$ cat src/rtl/cordic_mul_pkg.sv
// Shared widths, saturation bounds and pipeline-depth constant for the CORDIC gain multiplier.
// Optional feature macro: CORDIC_MUL_ROUND_EN (round half up + saturate, one extra stage).
package cordic_mul_pkg;

`ifdef CORDIC_MUL_ROUND_EN
  localparam int CORDIC_MUL_EXTRA_STAGE = 1;
`else
  localparam int CORDIC_MUL_EXTRA_STAGE = 0;
`endif

  function automatic int PROD_W(input int a, input int b);
    return a + b;
  endfunction

  function automatic logic signed [63:0] sat_max(input int w);
    return (64'sd1 <<< (w - 1)) - 64'sd1;
  endfunction

  function automatic logic signed [63:0] sat_min(input int w);
    return -(64'sd1 <<< (w - 1));
  endfunction

endpackage

$ cat src/rtl/cordic_mul_round_sat.sv
// Combinational round-half-up, arithmetic shift and signed saturation of the full product.
// Only exists when CORDIC_MUL_ROUND_EN is defined.
`ifdef CORDIC_MUL_ROUND_EN
module cordic_mul_round_sat
  import cordic_mul_pkg::*;
#(
  parameter int PW         = 24,
  parameter int DOUT_W     = 24,
  parameter int FRAC_SHIFT = 0
) (
  input  logic signed [PW-1:0] p,
  output logic [DOUT_W-1:0]    s,
  output logic                 ovf
);
  localparam int HS = (FRAC_SHIFT > 0) ? FRAC_SHIFT - 1 : 0;
  localparam logic signed [PW:0] HALF = (PW + 1)'((FRAC_SHIFT > 0) ? (64'd1 << HS) : 64'd0);

  // One guard bit so adding the half-LSB can never wrap.
  logic signed [PW:0] sum;
  logic signed [PW:0] sh;
  logic signed [63:0] sh64;

  always_comb begin
    sum  = (PW + 1)'(p) + HALF;
    sh   = sum >>> FRAC_SHIFT;
    sh64 = 64'(sh);
    s    = DOUT_W'(sh);
    ovf  = 1'b0;
    if (sh64 > sat_max(DOUT_W)) begin
      s   = DOUT_W'(sat_max(DOUT_W));
      ovf = 1'b1;
    end else if (sh64 < sat_min(DOUT_W)) begin
      s   = DOUT_W'(sat_min(DOUT_W));
      ovf = 1'b1;
    end
  end
endmodule
`endif

$ cat src/rtl/cordic_mul_pipe.sv
// Pipelined signed multiplier with valid/ready and whole-pipe stall for the CORDIC gain stage.
// Optional feature macro: CORDIC_MUL_ROUND_EN (round/saturate path, latency NUM_STAGE+1).
module cordic_mul_pipe
  import cordic_mul_pkg::*;
#(
  parameter int DIN0_W     = 12,
  parameter int DIN1_W     = 12,
  parameter int DOUT_W     = 24,
  parameter int FRAC_SHIFT = 0,
  parameter int NUM_STAGE  = 3
) (
  input  logic              ap_clk,
  input  logic              ap_rst,
  input  logic              in_valid,
  output logic              in_ready,
  input  logic [DIN0_W-1:0] din0,
  input  logic [DIN1_W-1:0] din1,
  output logic              out_valid,
  input  logic              out_ready,
  output logic [DOUT_W-1:0] dout,
  output logic              ovf
);
  localparam int PW  = PROD_W(DIN0_W, DIN1_W);
  localparam int LAT = NUM_STAGE + CORDIC_MUL_EXTRA_STAGE;
  localparam int PP  = (NUM_STAGE > 1) ? NUM_STAGE - 1 : 1;

  logic                     ce;
  logic [LAT:1]             vld_q, vld_d;
  logic signed [DIN0_W-1:0] mul_a;
  logic signed [DIN1_W-1:0] mul_b;
  logic signed [PW-1:0]     prod_q [PP];
  logic signed [PW-1:0]     prod_d [PP];
  logic signed [PW-1:0]     p_fin;

  assign out_valid = vld_q[LAT];
  assign ce        = !(out_valid && !out_ready);
  assign in_ready  = ce;

  // With a single stage the product of the raw inputs is the only register.
  if (NUM_STAGE > 1) begin : g_opreg
    logic [DIN0_W-1:0] a_q, a_d;
    logic [DIN1_W-1:0] b_q, b_d;
    always_comb begin
      a_d = a_q;
      b_d = b_q;
      if (ce) begin
        a_d = din0;
        b_d = din1;
      end
    end
    always_ff @(posedge ap_clk) begin
      if (ap_rst) begin
        a_q <= '0;
        b_q <= '0;
      end else begin
        a_q <= a_d;
        b_q <= b_d;
      end
    end
    assign mul_a = a_q;
    assign mul_b = b_q;
  end else begin : g_noopreg
    assign mul_a = din0;
    assign mul_b = din1;
  end

  always_comb begin
    vld_d = vld_q;
    for (int i = 0; i < PP; i++) prod_d[i] = prod_q[i];
    if (ce) begin
      vld_d[1] = in_valid;
      for (int i = 2; i <= LAT; i++) vld_d[i] = vld_q[i-1];
      prod_d[0] = PW'(mul_a) * PW'(mul_b);
      for (int i = 1; i < PP; i++) prod_d[i] = prod_q[i-1];
    end
  end

  always_ff @(posedge ap_clk) begin
    if (ap_rst) begin
      vld_q <= '0;
      for (int i = 0; i < PP; i++) prod_q[i] <= '0;
    end else begin
      vld_q  <= vld_d;
      prod_q <= prod_d;
    end
  end

  assign p_fin = prod_q[PP-1];

`ifdef CORDIC_MUL_ROUND_EN
  logic [DOUT_W-1:0] rs_s, dout_q, dout_d;
  logic              rs_ovf, ovf_q, ovf_d;

  cordic_mul_round_sat #(
    .PW        (PW),
    .DOUT_W    (DOUT_W),
    .FRAC_SHIFT(FRAC_SHIFT)
  ) u_round_sat (
    .p  (p_fin),
    .s  (rs_s),
    .ovf(rs_ovf)
  );

  always_comb begin
    dout_d = dout_q;
    ovf_d  = ovf_q;
    if (ce) begin
      dout_d = rs_s;
      ovf_d  = rs_ovf;
    end
  end

  always_ff @(posedge ap_clk) begin
    if (ap_rst) begin
      dout_q <= '0;
      ovf_q  <= 1'b0;
    end else begin
      dout_q <= dout_d;
      ovf_q  <= ovf_d;
    end
  end

  assign dout = dout_q;
  assign ovf  = ovf_q && out_valid;
`else
  assign dout = DOUT_W'(p_fin >>> FRAC_SHIFT);
  assign ovf  = 1'b0;
`endif

endmodule

$ cat config.mk
export PLATFORM = sky130hd
export DESIGN_NAME = cordic_mul_pipe
export DESIGN_NICKNAME = d
export VERILOG_FILES = /design/src/rtl/cordic_mul_pkg.sv /design/src/rtl/cordic_mul_round_sat.sv /design/src/rtl/cordic_mul_pipe.sv
export SDC_FILE = /design/constraint.sdc
export NUM_CORES = 1
export LEC_CHECK = 0
export BUFFER_PORTS_ARGS = -buffer_cell sky130_fd_sc_hd__buf_2
export CORE_ASPECT_RATIO = 0.5
export CORE_MARGIN = 4
export CORE_UTILIZATION = 45
export DETAILED_ROUTE_END_ITERATION = 16
export GPL_TIMING_DRIVEN = 0
export PLACE_DENSITY = 0.72
export SLEW_MARGIN = 20
export SYNTH_ARGS = -nofsm -noshare
export SYNTH_HDL_FRONTEND = slang
export SYNTH_SLANG_ARGS = --single-unit
$ cat constraint.sdc
create_clock -name ap_clk -period 4.55 [get_ports ap_clk]
set_clock_uncertainty 0.1 [all_clocks]
set_input_delay 0.91 -clock ap_clk [delete_from_list [all_inputs] [get_ports ap_clk]]
set_output_delay 0.91 -clock ap_clk [all_outputs]
set_load 0.03 [all_outputs]
==> impl_metrics.csv <==
group,metric,value,unit
global_routing,grt_max_degree,16,
cts,cts_buffers,9,
pwr,total_power,3.521,mW
critical_path,critPathSlowestCell,"fa_1",
outcome,status,"complete, but fails checks",
pwr,internal-power,2.061,mW
drt,wl_per_cell,17.18,um
drt,drc,0,
timing,setup_viol,14,
global_routing,overflow,0,
pwr,power_frac_comb,53.7,%
timing,finalCriticalPeriod,5.116,ns
critical_path,slowest_delay,0.59,ns
drt,firstDrtPassIters,4,
final_layout,stdcell_count,1301,
floorplanning,rows,34,
place,dp_hpwl,16.68,mm
critical_path,crit_chain,"buf_8 -> buf_6 -> nand2_2 -> fa_1 -> inv_1 -> fa_1 -> fa_1 -> fa_1 -> fa_1 -> ha_4 -> a211oi_4 -> o221ai_4 -> o31ai_4 -> a21boi_2 -> or3_1 -> nand3_2 -> a21oi_2",
floorplanning,placeableCoreArea,0.01757,mm^2
cts,clock_latency,0.34,ns
cts,hold_buffers,0,
critical_path,cp_max_fo,6,
pwr,irDropWorstVdd,0.0002554,V
synthesis,avgSynthCellArea,8.514,um^2
global_routing,grt_first_pass_wirelength,35.11,mm
place,place_area,0.008962,mm^2
timing,max_freq,0.1955,GHz
global_routing,grtUsageTotal,21.89,%
critical_path,worst-path-buf-inv,3,
global_routing,grt_pass1_vias,6765,
drt,drt_iter0_markers,408,
pwr,p_per_area,346.7,mW/mm^2
pwr,switchingPower,1.460,mW
synthesis,yosys_warnings,0,
synthesis,synthCells,957,
cts,cts.sinks,75,
critical_path,critPathCaptureType,"register",
final_layout,num-nets-final,1279,
timing,timing.slew.headroom,53.66,%
floorplanning,fp.dieArea,0.02045,mm^2
synthesis,synthDistinctLibCells,45,
cts,clockBufferDepth,2,
synthesis,syn_nets,1174,
place,routabilityCongestion,0.8868,
timing,worst_pin_slew,0.6951,ns
cts,clkSlewWorstSetupHoldPaths,0.07,ns
critical_path,startpoint_type,"register",
final_layout,final_cell_mix,"nand2_1 (210), inv_1 (144), fa_1 (127), a21oi_1 (72), buf_4 (59)",
critical_path,crit_required,4.66,ns
pwr,total_leakage_power,4.896,nW
cts,cts-root-buf,"clkbuf_16",
flow_run,cap_violations,0,
global_routing,antenna_found_initial,1,
place,dp_slack,-0.8588,ns
pwr,p_clk_share,22.1,%
final_layout,diodes,0,
critical_path,cp_common_cell,"fa_1",
hold_path,min_path_type,"reg -> reg",
critical_path,cp_top_family,"adder cells",
drt,vias,6586,
synthesis,yosysSeqAreaShare,18.43,%
pwr,p_sw_share,41.46,%
synthesis,synthesis.area,0.008148,mm^2
cts,cts_tree,"done",
final_layout,area_growth,24.63,%
place,numPortBuffers,53,
critical_path,cp_data_arrival_time,5.23,ns
cts,htree_levels,3,
final_layout,final_common_cell,"nand2_1",
critical_path,path_class,"reg -> reg",
floorplanning,die_height,103.2,um
drt,viasPerCell,5.062,
drt,wirelength,22.35,mm
timing,tns,-5.523,ns
floorplanning,die-width,198.3,um
pwr,pwr-share-seq,24.2,%
synthesis,synth-seq-cells,75,
final_layout,stdcell_area,0.01015,mm^2
drt,ant_nets,0,
timing,worst_slack,-0.5662,ns
timing,slew_viol_final,0,
floorplanning,io_pins,55,
place,dp.cells,1244,
floorplanning,start_util,46.38,%
outcome,failed_checks,"setup timing",
final_layout,layout-drive-gt1-share,26.52,%
timing,rsz0062_at_grt,"true",
timing,post-route-period-util,112.4,%
timing,hold_viol_final,0,
Yosys cell counts (all sizes together):
cell type / n / share of area (%)
clkbuf: 40 / 1.8
nand4: 2 / 0.15
nor4: 1 / 0.077
xnor2: 17 / 1.8
o21ai: 9 / 0.64
a31oi: 3 / 0.31
o211ai: 1 / 0.092
o2111ai: 1 / 0.18
a32o: 1 / 0.12
nand3: 8 / 0.49
nor3: 3 / 0.18
o221ai: 1 / 0.18
nand2b: 8 / 0.61
xor2: 4 / 0.43
ha: 51 / 7.8
and2: 41 / 3.1
o22ai: 1 / 0.077
inv: 163 / 7.5
or2: 1 / 0.077
nand2: 219 / 10
o31ai: 3 / 0.40
a21oi: 82 / 5.1
and3: 1 / 0.077
a22o: 1 / 0.11
a21boi: 1 / 0.092
clkinv: 1 / 0.046
a211oi: 9 / 1.0
or3: 2 / 0.15
nor2b: 3 / 0.23
a21o: 5 / 0.46
dfxtp: 75 / 18
fa: 138 / 34
buf: 32 / 2.6
nor3b: 1 / 0.092
conb: 1 / 0.046
nand3b: 1 / 0.092
nor2: 26 / 1.2
per-stage QoR:
step	util, %	hold slack (ns)
after global placement	51.01	0.3394
final	57.80	0.3555
after CTS	54.76	0.3555
after global routing	57.80	0.3677
after floorplan	-	0.3315
after detailed placement	51.01	0.3447
worst register-to-register path: cells and delay by family (launching register included):
family          cells  cell delay, ns
compound gates      5            0.83
fa+ha+maj           6            2.85
flops               1            0.36
simple gates        3            0.54
buf+inv             3            0.30
kinds of logic (layout without fill, tap and decap cells):
group | after synthesis | count (layout) | share of synthesized area (%)
simple gates | 317 | 317 | 16.68
buf+inv | 236 | 346 | 12.04
fa+ha+maj | 189 | 189 | 41.74
compound gates | 118 | 118 | 8.815
flops | 75 | 75 | 18.43
xor+xnor | 21 | 21 | 2.257
other cells | 1 | 1 | 0.04602
flip-flops by register name (all words and copies together) (netlist names):
name / flops
dout: 24
g_opreg.a_q: 12
g_opreg.b_q: 12
prod_q: 24
vld_q: 3
what timing repair did:
| action | CTS | global route |
|---|---|---|
| setup endpoints to repair | 15 | 15 |
| gates cloned | 0 | 2 |
| gates resized for setup | 63 | 116 |
| pin swaps | 24 | 57 |
| buffers inserted | 16 | 26 |
per-layer routing:
| metal | vias up | track usage, % | wire, um |
|---|---|---|---|
| met1 | 3214 | 30.67 | 9790 |
| met2 | 238 | 34.92 | 10240 |
| li1 | 3089 | - | - |
| met3 | 43 | 5.975 | 1920 |
| met4 | 2 | 3.808 | 383 |
| met5 | - | 0 | 13 |
final timing paths:
kind                                              startpoint                       to  slack [ns]  depth (start not counted)
worst min-delay path                   dout[23]$_SDFFE_PP0N_    dout[23]$_SDFFE_PP0N_        0.36                          2
worst max register to register  g_opreg.a_q[10]$_SDFFE_PP0N_  prod_q[43]$_SDFFE_PP0N_       -0.57                         17
worst max-delay path            g_opreg.a_q[10]$_SDFFE_PP0N_  prod_q[43]$_SDFFE_PP0N_       -0.57                         17
worst min register to register         dout[23]$_SDFFE_PP0N_    dout[23]$_SDFFE_PP0N_        0.36                          2
power groups by stage:
stage	Clock, mW	Sequential, mW	Combinational [mW]
after floorplan	0	0.833	1.16
after global placement	0	0.857	1.50
after detailed placement	0	0.858	1.52
after CTS	0.783	0.847	1.65
after global routing	0.808	0.865	2.07
final	0.777	0.853	1.89
layout make-up:
| class | instances | area [um^2] |
|---|---|---|
| buffer | 71 | 591.8 |
| clock buffer | 9 | 225.2 |
| clock inverter | 7 | 81.33 |
| fill | 1482 | 7415 |
| inverter | 164 | 623.1 |
| multi-input combinational | 646 | 6148 |
| sequential | 75 | 1554 |
| tap | 234 | 292.8 |
| timing repair buffer | 95 | 638.1 |
(Power assumes the default switching activity.)
